===== src/rtl/bpf_defs.vh =====
// Shared BPF instruction word field positions: [63:48] code, [47:40] jt, [39:32] jf, [31:0] k.
`default_nettype none
`ifndef BPF_DEFS_VH
`define BPF_DEFS_VH
`define BPF_CODE_MSB 63
`define BPF_CODE_LSB 48
`define BPF_JT_MSB   47
`define BPF_JT_LSB   40
`define BPF_JF_MSB   39
`define BPF_JF_LSB   32
`define BPF_K_MSB    31
`define BPF_K_LSB    0
`endif
`default_nettype wire


===== src/rtl/fetch_stage0_pkg.sv =====
`include "bpf_defs.vh"
`default_nettype none
// +--------------------------------------------------------------------+
// | fetch_stage0_pkg : field offsets and PC-update selector for fetch   |
// | Revision 1.0                                                        |
// +--------------------------------------------------------------------+
package fetch_stage0_pkg;

    localparam int C_CODE_MSB = `BPF_CODE_MSB;
    localparam int C_CODE_LSB = `BPF_CODE_LSB;
    localparam int C_JT_MSB   = `BPF_JT_MSB;
    localparam int C_JT_LSB   = `BPF_JT_LSB;
    localparam int C_JF_MSB   = `BPF_JF_MSB;
    localparam int C_JF_LSB   = `BPF_JF_LSB;
    localparam int C_K_MSB    = `BPF_K_MSB;
    localparam int C_K_LSB    = `BPF_K_LSB;

    typedef enum logic [1:0] {
        PC_INCR   = 2'd0,
        PC_HOLD   = 2'd1,
        PC_BRANCH = 2'd2,
        PC_HALT   = 2'd3
    } pc_sel_e;

endpackage
`default_nettype wire


===== src/rtl/fetch_perf_counters.sv =====
`default_nettype none
// +--------------------------------------------------------------------+
// | fetch_perf_counters : saturating fetch / stall event counters       |
// | Revision 1.0                                                        |
// +--------------------------------------------------------------------+
module fetch_perf_counters (
    input  logic        clk,
    input  logic        rst,
    input  logic        fetch_inc,
    input  logic        stall_inc,
    output logic [31:0] fetch_count,
    output logic [31:0] stall_count
);

    logic [31:0] r_fetch_count;
    logic [31:0] r_stall_count;

    // Both counters stick at all-ones rather than wrapping.
    always_ff @(posedge clk) begin
        if (rst) begin
            r_fetch_count <= 32'd0;
            r_stall_count <= 32'd0;
        end else begin
            if (fetch_inc && (r_fetch_count != 32'hFFFF_FFFF))
                r_fetch_count <= r_fetch_count + 32'd1;
            if (stall_inc && (r_stall_count != 32'hFFFF_FFFF))
                r_stall_count <= r_stall_count + 32'd1;
        end
    end

    assign fetch_count = r_fetch_count;
    assign stall_count = r_stall_count;

endmodule
`default_nettype wire


===== src/rtl/fetch_stage0.sv =====
`default_nettype none
// +--------------------------------------------------------------------+
// | fetch_stage0 : BPF instruction fetch; optional FETCH_PERF_CNT_EN    |
// | Revision 1.0                                                        |
// +--------------------------------------------------------------------+
module fetch_stage0
    import fetch_stage0_pkg::*;
#(
    parameter int PC_WIDTH   = 10,
    parameter int INST_WIDTH = 64
) (
    input  logic                  clk,
    input  logic                  rst,
    input  logic                  stage1_stalled,
    input  logic                  branch_en,
    input  logic [PC_WIDTH-1:0]   branch_target,
    input  logic                  halt,
    output logic [PC_WIDTH-1:0]   inst_mem_rd_addr,
    output logic                  inst_mem_rd_en,
    input  logic [INST_WIDTH-1:0] inst_mem_rd_data,
    output logic [15:0]           opcode,
    output logic [7:0]            jt,
    output logic [7:0]            jf,
    output logic [31:0]           imm,
    output logic [PC_WIDTH-1:0]   inst_PC,
    output logic                  stage0_valid
`ifdef FETCH_PERF_CNT_EN
    ,
    output logic [31:0]           fetch_count,
    output logic [31:0]           stall_count
`endif
);

    logic [PC_WIDTH-1:0] r_pc;
    logic [PC_WIDTH-1:0] r_inst_pc;
    logic                r_valid;
    logic                r_halt;
    pc_sel_e             w_sel;

    // A sticky halt outranks everything but reset, so it is folded into the halt case.
    always_comb begin
        w_sel = PC_INCR;
        if (halt || r_halt)
            w_sel = PC_HALT;
        else if (branch_en)
            w_sel = PC_BRANCH;
        else if (stage1_stalled)
            w_sel = PC_HOLD;
    end

    always_ff @(posedge clk) begin
        if (rst) begin
            r_pc      <= '0;
            r_inst_pc <= '0;
            r_valid   <= 1'b0;
            r_halt    <= 1'b0;
        end else begin
            case (w_sel)
                PC_HALT: begin
                    r_halt  <= 1'b1;
                    r_valid <= 1'b0;
                end
                PC_BRANCH: begin
                    r_pc    <= branch_target;
                    r_valid <= 1'b0;
                end
                PC_HOLD: begin
                end
                default: begin
                    r_pc      <= r_pc + 1'b1;
                    r_inst_pc <= r_pc;
                    r_valid   <= 1'b1;
                end
            endcase
        end
    end

    assign inst_mem_rd_addr = r_pc;
    assign inst_mem_rd_en   = !r_halt && (branch_en || !stage1_stalled);

    assign opcode       = inst_mem_rd_data[C_CODE_MSB:C_CODE_LSB];
    assign jt           = inst_mem_rd_data[C_JT_MSB:C_JT_LSB];
    assign jf           = inst_mem_rd_data[C_JF_MSB:C_JF_LSB];
    assign imm          = inst_mem_rd_data[C_K_MSB:C_K_LSB];
    assign inst_PC      = r_inst_pc;
    assign stage0_valid = r_valid;

`ifdef FETCH_PERF_CNT_EN
    logic w_fetch_inc;
    logic w_stall_inc;

    assign w_fetch_inc = !rst && (w_sel == PC_INCR);
    assign w_stall_inc = !rst && stage1_stalled && r_valid;

    fetch_perf_counters u_perf (
        .clk         (clk),
        .rst         (rst),
        .fetch_inc   (w_fetch_inc),
        .stall_inc   (w_stall_inc),
        .fetch_count (fetch_count),
        .stall_count (stall_count)
    );
`endif

endmodule
`default_nettype wire


===== config.mk =====
export PLATFORM = sky130hd
export DESIGN_NAME = fetch_stage0
export DESIGN_NICKNAME = d
export VERILOG_FILES = /design/src/rtl/fetch_stage0_pkg.sv /design/src/rtl/fetch_perf_counters.sv /design/src/rtl/fetch_stage0.sv
export VERILOG_INCLUDE_DIRS = /design/src /design/src/rtl
export SDC_FILE = /design/constraint.sdc
export NUM_CORES = 1
export LEC_CHECK = 0
export ABC_AREA = 1
export BUFFER_PORTS_ARGS = -buffer_cell sky130_fd_sc_hd__buf_2
export CAP_MARGIN = 40
export CORE_ASPECT_RATIO = 0.75
export CORE_MARGIN = 3
export CORE_UTILIZATION = 39
export CTS_CLUSTER_DIAMETER = 200
export DETAILED_ROUTE_END_ITERATION = 12
export PLACE_DENSITY = 0.95
export SETUP_SLACK_MARGIN = 0.3
export SLEW_MARGIN = 20
export SYNTH_ARGS = -nofsm -noshare
export SYNTH_HDL_FRONTEND = slang
export SYNTH_SLANG_ARGS = --single-unit
export TNS_END_PERCENT = 50

===== constraint.sdc =====
create_clock -name clk -period 2.5 [get_ports clk]
set_clock_uncertainty 0.05 [all_clocks]
set_input_delay 0.25 -clock clk [delete_from_list [all_inputs] [get_ports clk]]
set_output_delay 0.25 -clock clk [all_outputs]
set_load 0.05 [all_outputs]

# After elaboration in Yosys (flattened, before gate mapping)
# Cells that the tools add are included.
# totals
regBits,22
in_bits,79
out_inout_bits,86
word_cells,21
# op_classes
addsub,1
n_eq_ne,3
mux,5
reduce_logical,8
# op_table
operator,n
case mux 10 bit (2 select lines),1
adder 10 x 1 -> 10 bit (second input constant),1
== test 2 bit (second input constant),2
2-to-1 mux 2 bit,2
OR reduction 2 bit,2
OR reduction 3 bit,1
== test 2 x 1 -> 1 bit (second input constant),1
zero test 1 bit,2
logical OR 1 bit,2
case mux 1 bit (2 select lines),1
logical AND 1 bit,1
2-to-1 mux 1 bit,1

# Longest topological paths before layout
# logic_depth
word_depth,6
depth_mapped,9
depth_no_buf,9

# Worst setup path after synthesis
# Ideal clock, no wire load.
# synth_path
path_type,register to register
start,"register r_pc[0], in the netlist inst_mem_rd_addr[0]"
end,"register r_pc[8], in the netlist inst_mem_rd_addr[8]"
setup_ns,0.109
arrival_time_ns,1.505
required_time_ns,2.341
path_slack_ns,0.836
path_stages_with_launch,9
path_buffers,0
period_less_slack_ns,1.664
path_cell_list,dfxtp_1 -> ha_1 -> nand2_1 -> nor2_1 -> nand2_1 -> nand2_1 -> nand3_1 -> nand2_1 -> inv_1
# synth_via
elab_chain_len,2
# synth_lines
element,line,source
from (decl),fetch_stage0.sv:34,logic [PC_WIDTH-1:0] r_pc;
from (signal assigned),fetch_stage0.sv:64,r_pc <= branch_target;
from (signal assigned),fetch_stage0.sv:70,r_pc <= r_pc + 1'b1;
adder 10 x 1 -> 10 bit,fetch_stage0.sv:70,
case mux 10 bit (2 select lines),fetch_stage0.sv:58,case (w_sel)
# Every way passes these cells.
# A chain may end at the register's enable or synchronous reset.

# Final worst setup path
# layout_path
start,register r_halt
end,"register r_inst_pc[4], in the netlist inst_PC[4]"
# layout_via
elab_chain_len,4
elab_cells_between_ends,6
classes_between,eq/ne: 3; mux: 1; reduce/logical: 2
# layout_lines
element,line,source
from (decl),fetch_stage0.sv:37,logic r_halt;
from (signal assigned),fetch_stage0.sv:56,r_halt <= 1'b0;
from (signal assigned),fetch_stage0.sv:60,r_halt <= 1'b1;
logical OR 1 bit *,fetch_stage0.sv:43,if (halt || r_halt)
2-to-1 mux 2 bit *,fetch_stage0.sv:43,
== test 2 bit or == test 2 x 1 -> 1 bit (tied branches),fetch_stage0.sv:58,
OR reduction 3 bit (no line) *,--,
to (signal assigned),fetch_stage0.sv:71,r_inst_pc <= r_pc;
to (decl),fetch_stage0.sv:35,logic [PC_WIDTH-1:0] r_inst_pc;
# Mark *: on every way between the ends. The rest lies on a longest branch, timed or not.

==> results.md <==
- Outcome: complete, no violations
- WHS Path Cells: 3
- Max incr delay on CP: between 0.3 and 0.4 ns
- Commonest non-fill, non-tap cell in the layout: nand2_1
- Cts bufs inserted: 3
- Clock Latency Late Sink: ~0.26 ns
- Max Freq: 0.686 GHz
- Design Area, Final: 1410 um^2
- Detailed Place HPWL: around 2.7 mm
- Synthesized Nets: roughly 310
- H-tree depth: 1
- Clk buf depth: 2
- Dpl ws: 1.05 ns
- Pleak: between 0.6 and 0.7 nW
- Post-CTS Resized: 0
- Via Count: between 1,000 and 1,500
- Layout cells sized above 1: approximately a quarter
- Post-Syn Area: around 1600 um^2
- Unrepaired setup endpoints after global routing: no
- Synth top area share: between 20% and 30%
- Initial cell density of the core: a little over two fifths
- CTS hold repair buffers: 0
- Count of cell types in the netlist: 27
- NumNets Final: 286
- Post-CTS Setup Inserts: 0
- Core Area: 3830 um^2
- Cell family with most CP delay: simple AND/OR/NAND/NOR gates
- P per Cell Area: about 560 nW/um^2
- Number of max-cap violations: 0
- Multi-input gate area: 587 um^2
- Cells along the critical path: nor2_8 > nand3_4 > inv_2 > o21ai_0 > a21oi_1
- Via-per-instance ratio: 4.93
- ANT cells: 0
- Gr usage total: between 10 and 15%
- Clock-pin slew on the worst setup and hold paths: ~0.080 ns
- Endpoints failing hold: 0
- Cell taking the most area after synthesis: buf_4
- Die ar.: approximately 5000 um^2
- Synth Area per Inst: approximately 7 um^2
- Min-delay worst type: in2reg
- Max IR drop VDD: between 0.3 and 0.4 mV
- RD Place Congestion: slightly below 0.9
- First-pass GRT wire length: 5.66 mm
- Die Y: ~62 um
- DP Area: ~1400 um^2
- Number of global-route vias before repair: approximately 1,100
- Final core utilization: between 30% and 40%
- Fin crit period: around 1.5 ns
- Buffers & Inverters on Critical Path: 1
- Sequential fraction of the synthesis area: 27.1%
- Reg area: 440 um^2
- CP Launch Type: flip-flop
- Die X: approximately 81 um
- Yosys warns: 0
- Setup_tns: 0 ns
- First-pass DRT Iterations: 4
- CTS tree: yes
- #FFs+latches synth: 22
- Post-Synthesis Cells: between 200 and 250
- RR Startpoint: r_halt$_SDFFE_PP0N_
- GR Overflow Total: 0
- DRT Wirelength: approximately 3.5 mm
- Actual slew at the worst max-slew pin: roughly 0.31 ns
- Endpoint class of the critical path: flip-flop
- Slowest stage cell, crit path: dfxtp_1
- Largest net degree at the start of global routing: 20
- Critical path arrival: between 1.5 and 2 ns
- Slew Viols, Final: 0
- Leading post-synthesis cells by cell area: buf_4, dfxtp_1, nand2_1, inv_1, a21oi_1
- Fillers: ~410
- Cell row count: 19
- Hold wc startpoint: branch_target[1]
- Final Instance Count excl. Fillers: 257
- Clock root buffer: clkbuf_8
- Hold Crit Endpoint: inst_mem_rd_addr[1]$_SDFFE_PP0N_
- Most frequent cells in the layout: nand2_1, buf_2, inv_1, dfxtp_1, nor2_1
- Initial antenna violation count: 0
- Placed insts: around 250
- Normalized max-slew margin: 79.2%
- Kind of critical path: reg2reg
- Crit share post-route: 58.3%
- FF-to-FF path depth: 5
- Setup violations, final: 0
- Drt wl/cell: 13.8 um
- Sink Count: 22
- Post-route setup slack: 1.04 ns
- Initial DRC Count: slightly below 90
- DRC Markers: 0
- Post-route ant nets: 0
- Worst flop-to-flop path endpoint: inst_PC[4]$_SDFFE_PP0N_
- I/O Pins: between 150 and 200
- Area Growth Syn to Fin: -12.9%
- Port buffer count: 36
- R2R Setup Slk: 1.04 ns
- Data required, critical path: 2.64 ns
- Top fanout value on the critical path: 19
[registers in the layout (all words and copies together) (netlist names)]
signal	count
stage0_valid	1
r_halt	1
inst_PC	10
inst_mem_rd_addr	10
[logic make-up (layout without fill, tap and decap cells)]
kind of cell    after synthesis  in the layout  synth area share, %
compound gates               26             26                 9.01
buf+inv                      90             63                 36.7
simple gates                 92             92                 25.8
xor+xnor                      1              1                0.539
fa+ha+maj                     1              1                0.770
flops                        22             22                 27.1
[per-layer routing]
layer | global-route usage, % | wire length [um] | vias up
met5 | 0 | 0 | -
met4 | 2.65 | 13 | 0
met1 | 20.1 | 1540 | 566
met3 | 9.08 | 497 | 2
met2 | 20.0 | 1490 | 85
li1 | - | - | 615
[Yosys cell counts]
library cell and instances:
nor2_1 15, clkbuf_1 1, buf_8 1, a31oi_1 1, o211a_1 1, o21ai_0 6
nor3_1 1, nor2_4 1, nor2_8 1, nor2_2 2, ha_1 1, o211ai_1 2
nor3b_1 1, xnor2_1 1, dfxtp_1 22, nand2_1 54, inv_2 1, buf_6 1
a211oi_1 1, inv_1 22, nand4_1 3, a21oi_1 14, nand3_1 11, nand2_2 2
nand3_4 1, o21bai_1 1, buf_4 64
[worst max path at each step]
stage	slack (ns)	endpoint	startpoint	depth (start not counted)
global route	0.89	inst_PC[3]$_SDFFE_PP0N_	r_halt$_SDFFE_PP0N_	5
detailed placement	1.05	inst_mem_rd_addr[7]$_SDFFE_PP0N_	branch_en	6
global placement	1.10	inst_mem_rd_addr[8]$_SDFFE_PP0N_	inst_mem_rd_addr[0]$_SDFFE_PP0N_	8
CTS	1.04	inst_PC[4]$_SDFFE_PP0N_	r_halt$_SDFFE_PP0N_	5
floorplan	0.84	inst_mem_rd_addr[8]$_SDFFE_PP0N_	inst_mem_rd_addr[0]$_SDFFE_PP0N_	8
finish	1.04	inst_PC[4]$_SDFFE_PP0N_	r_halt$_SDFFE_PP0N_	5
[where the power goes]
part / switching (W) / leakage [nW] / total, W / internal, W
Clock: 0.000117 / 0.0288 / 0.000258 / 0.000140
Sequential: 0.0000181 / 0.179 / 0.000383 / 0.000365
Combinational: 0.000106 / 0.476 / 0.000145 / 0.0000387
[worst min-delay path, cell delays in order]
cell     delay [ns]
buf_2          0.10
nand2_1        0.05
a31oi_1        0.07
[metrics by stage]
step           hold slack, ns  power (W)
6_report                0.199   0.000785
5_1_grt                 0.217   0.000823
4_1_cts                 0.194   0.000796
3_5_place_dp            0.408   0.000536
3_3_place_gp            0.404   0.000532
2_1_floorplan           0.269   0.000769
[final cells by class]
class                           instances  area share (%)
Inverter                               23            6.11
Multi-Input combinational cell        120            41.5
Timing Repair Buffer                   36            12.7
Clock buffer                            4            3.89
Tap cell                               52            4.60
Sequential cell                        22            31.2
No activity file was read; power rests on OpenSTA's default activity.
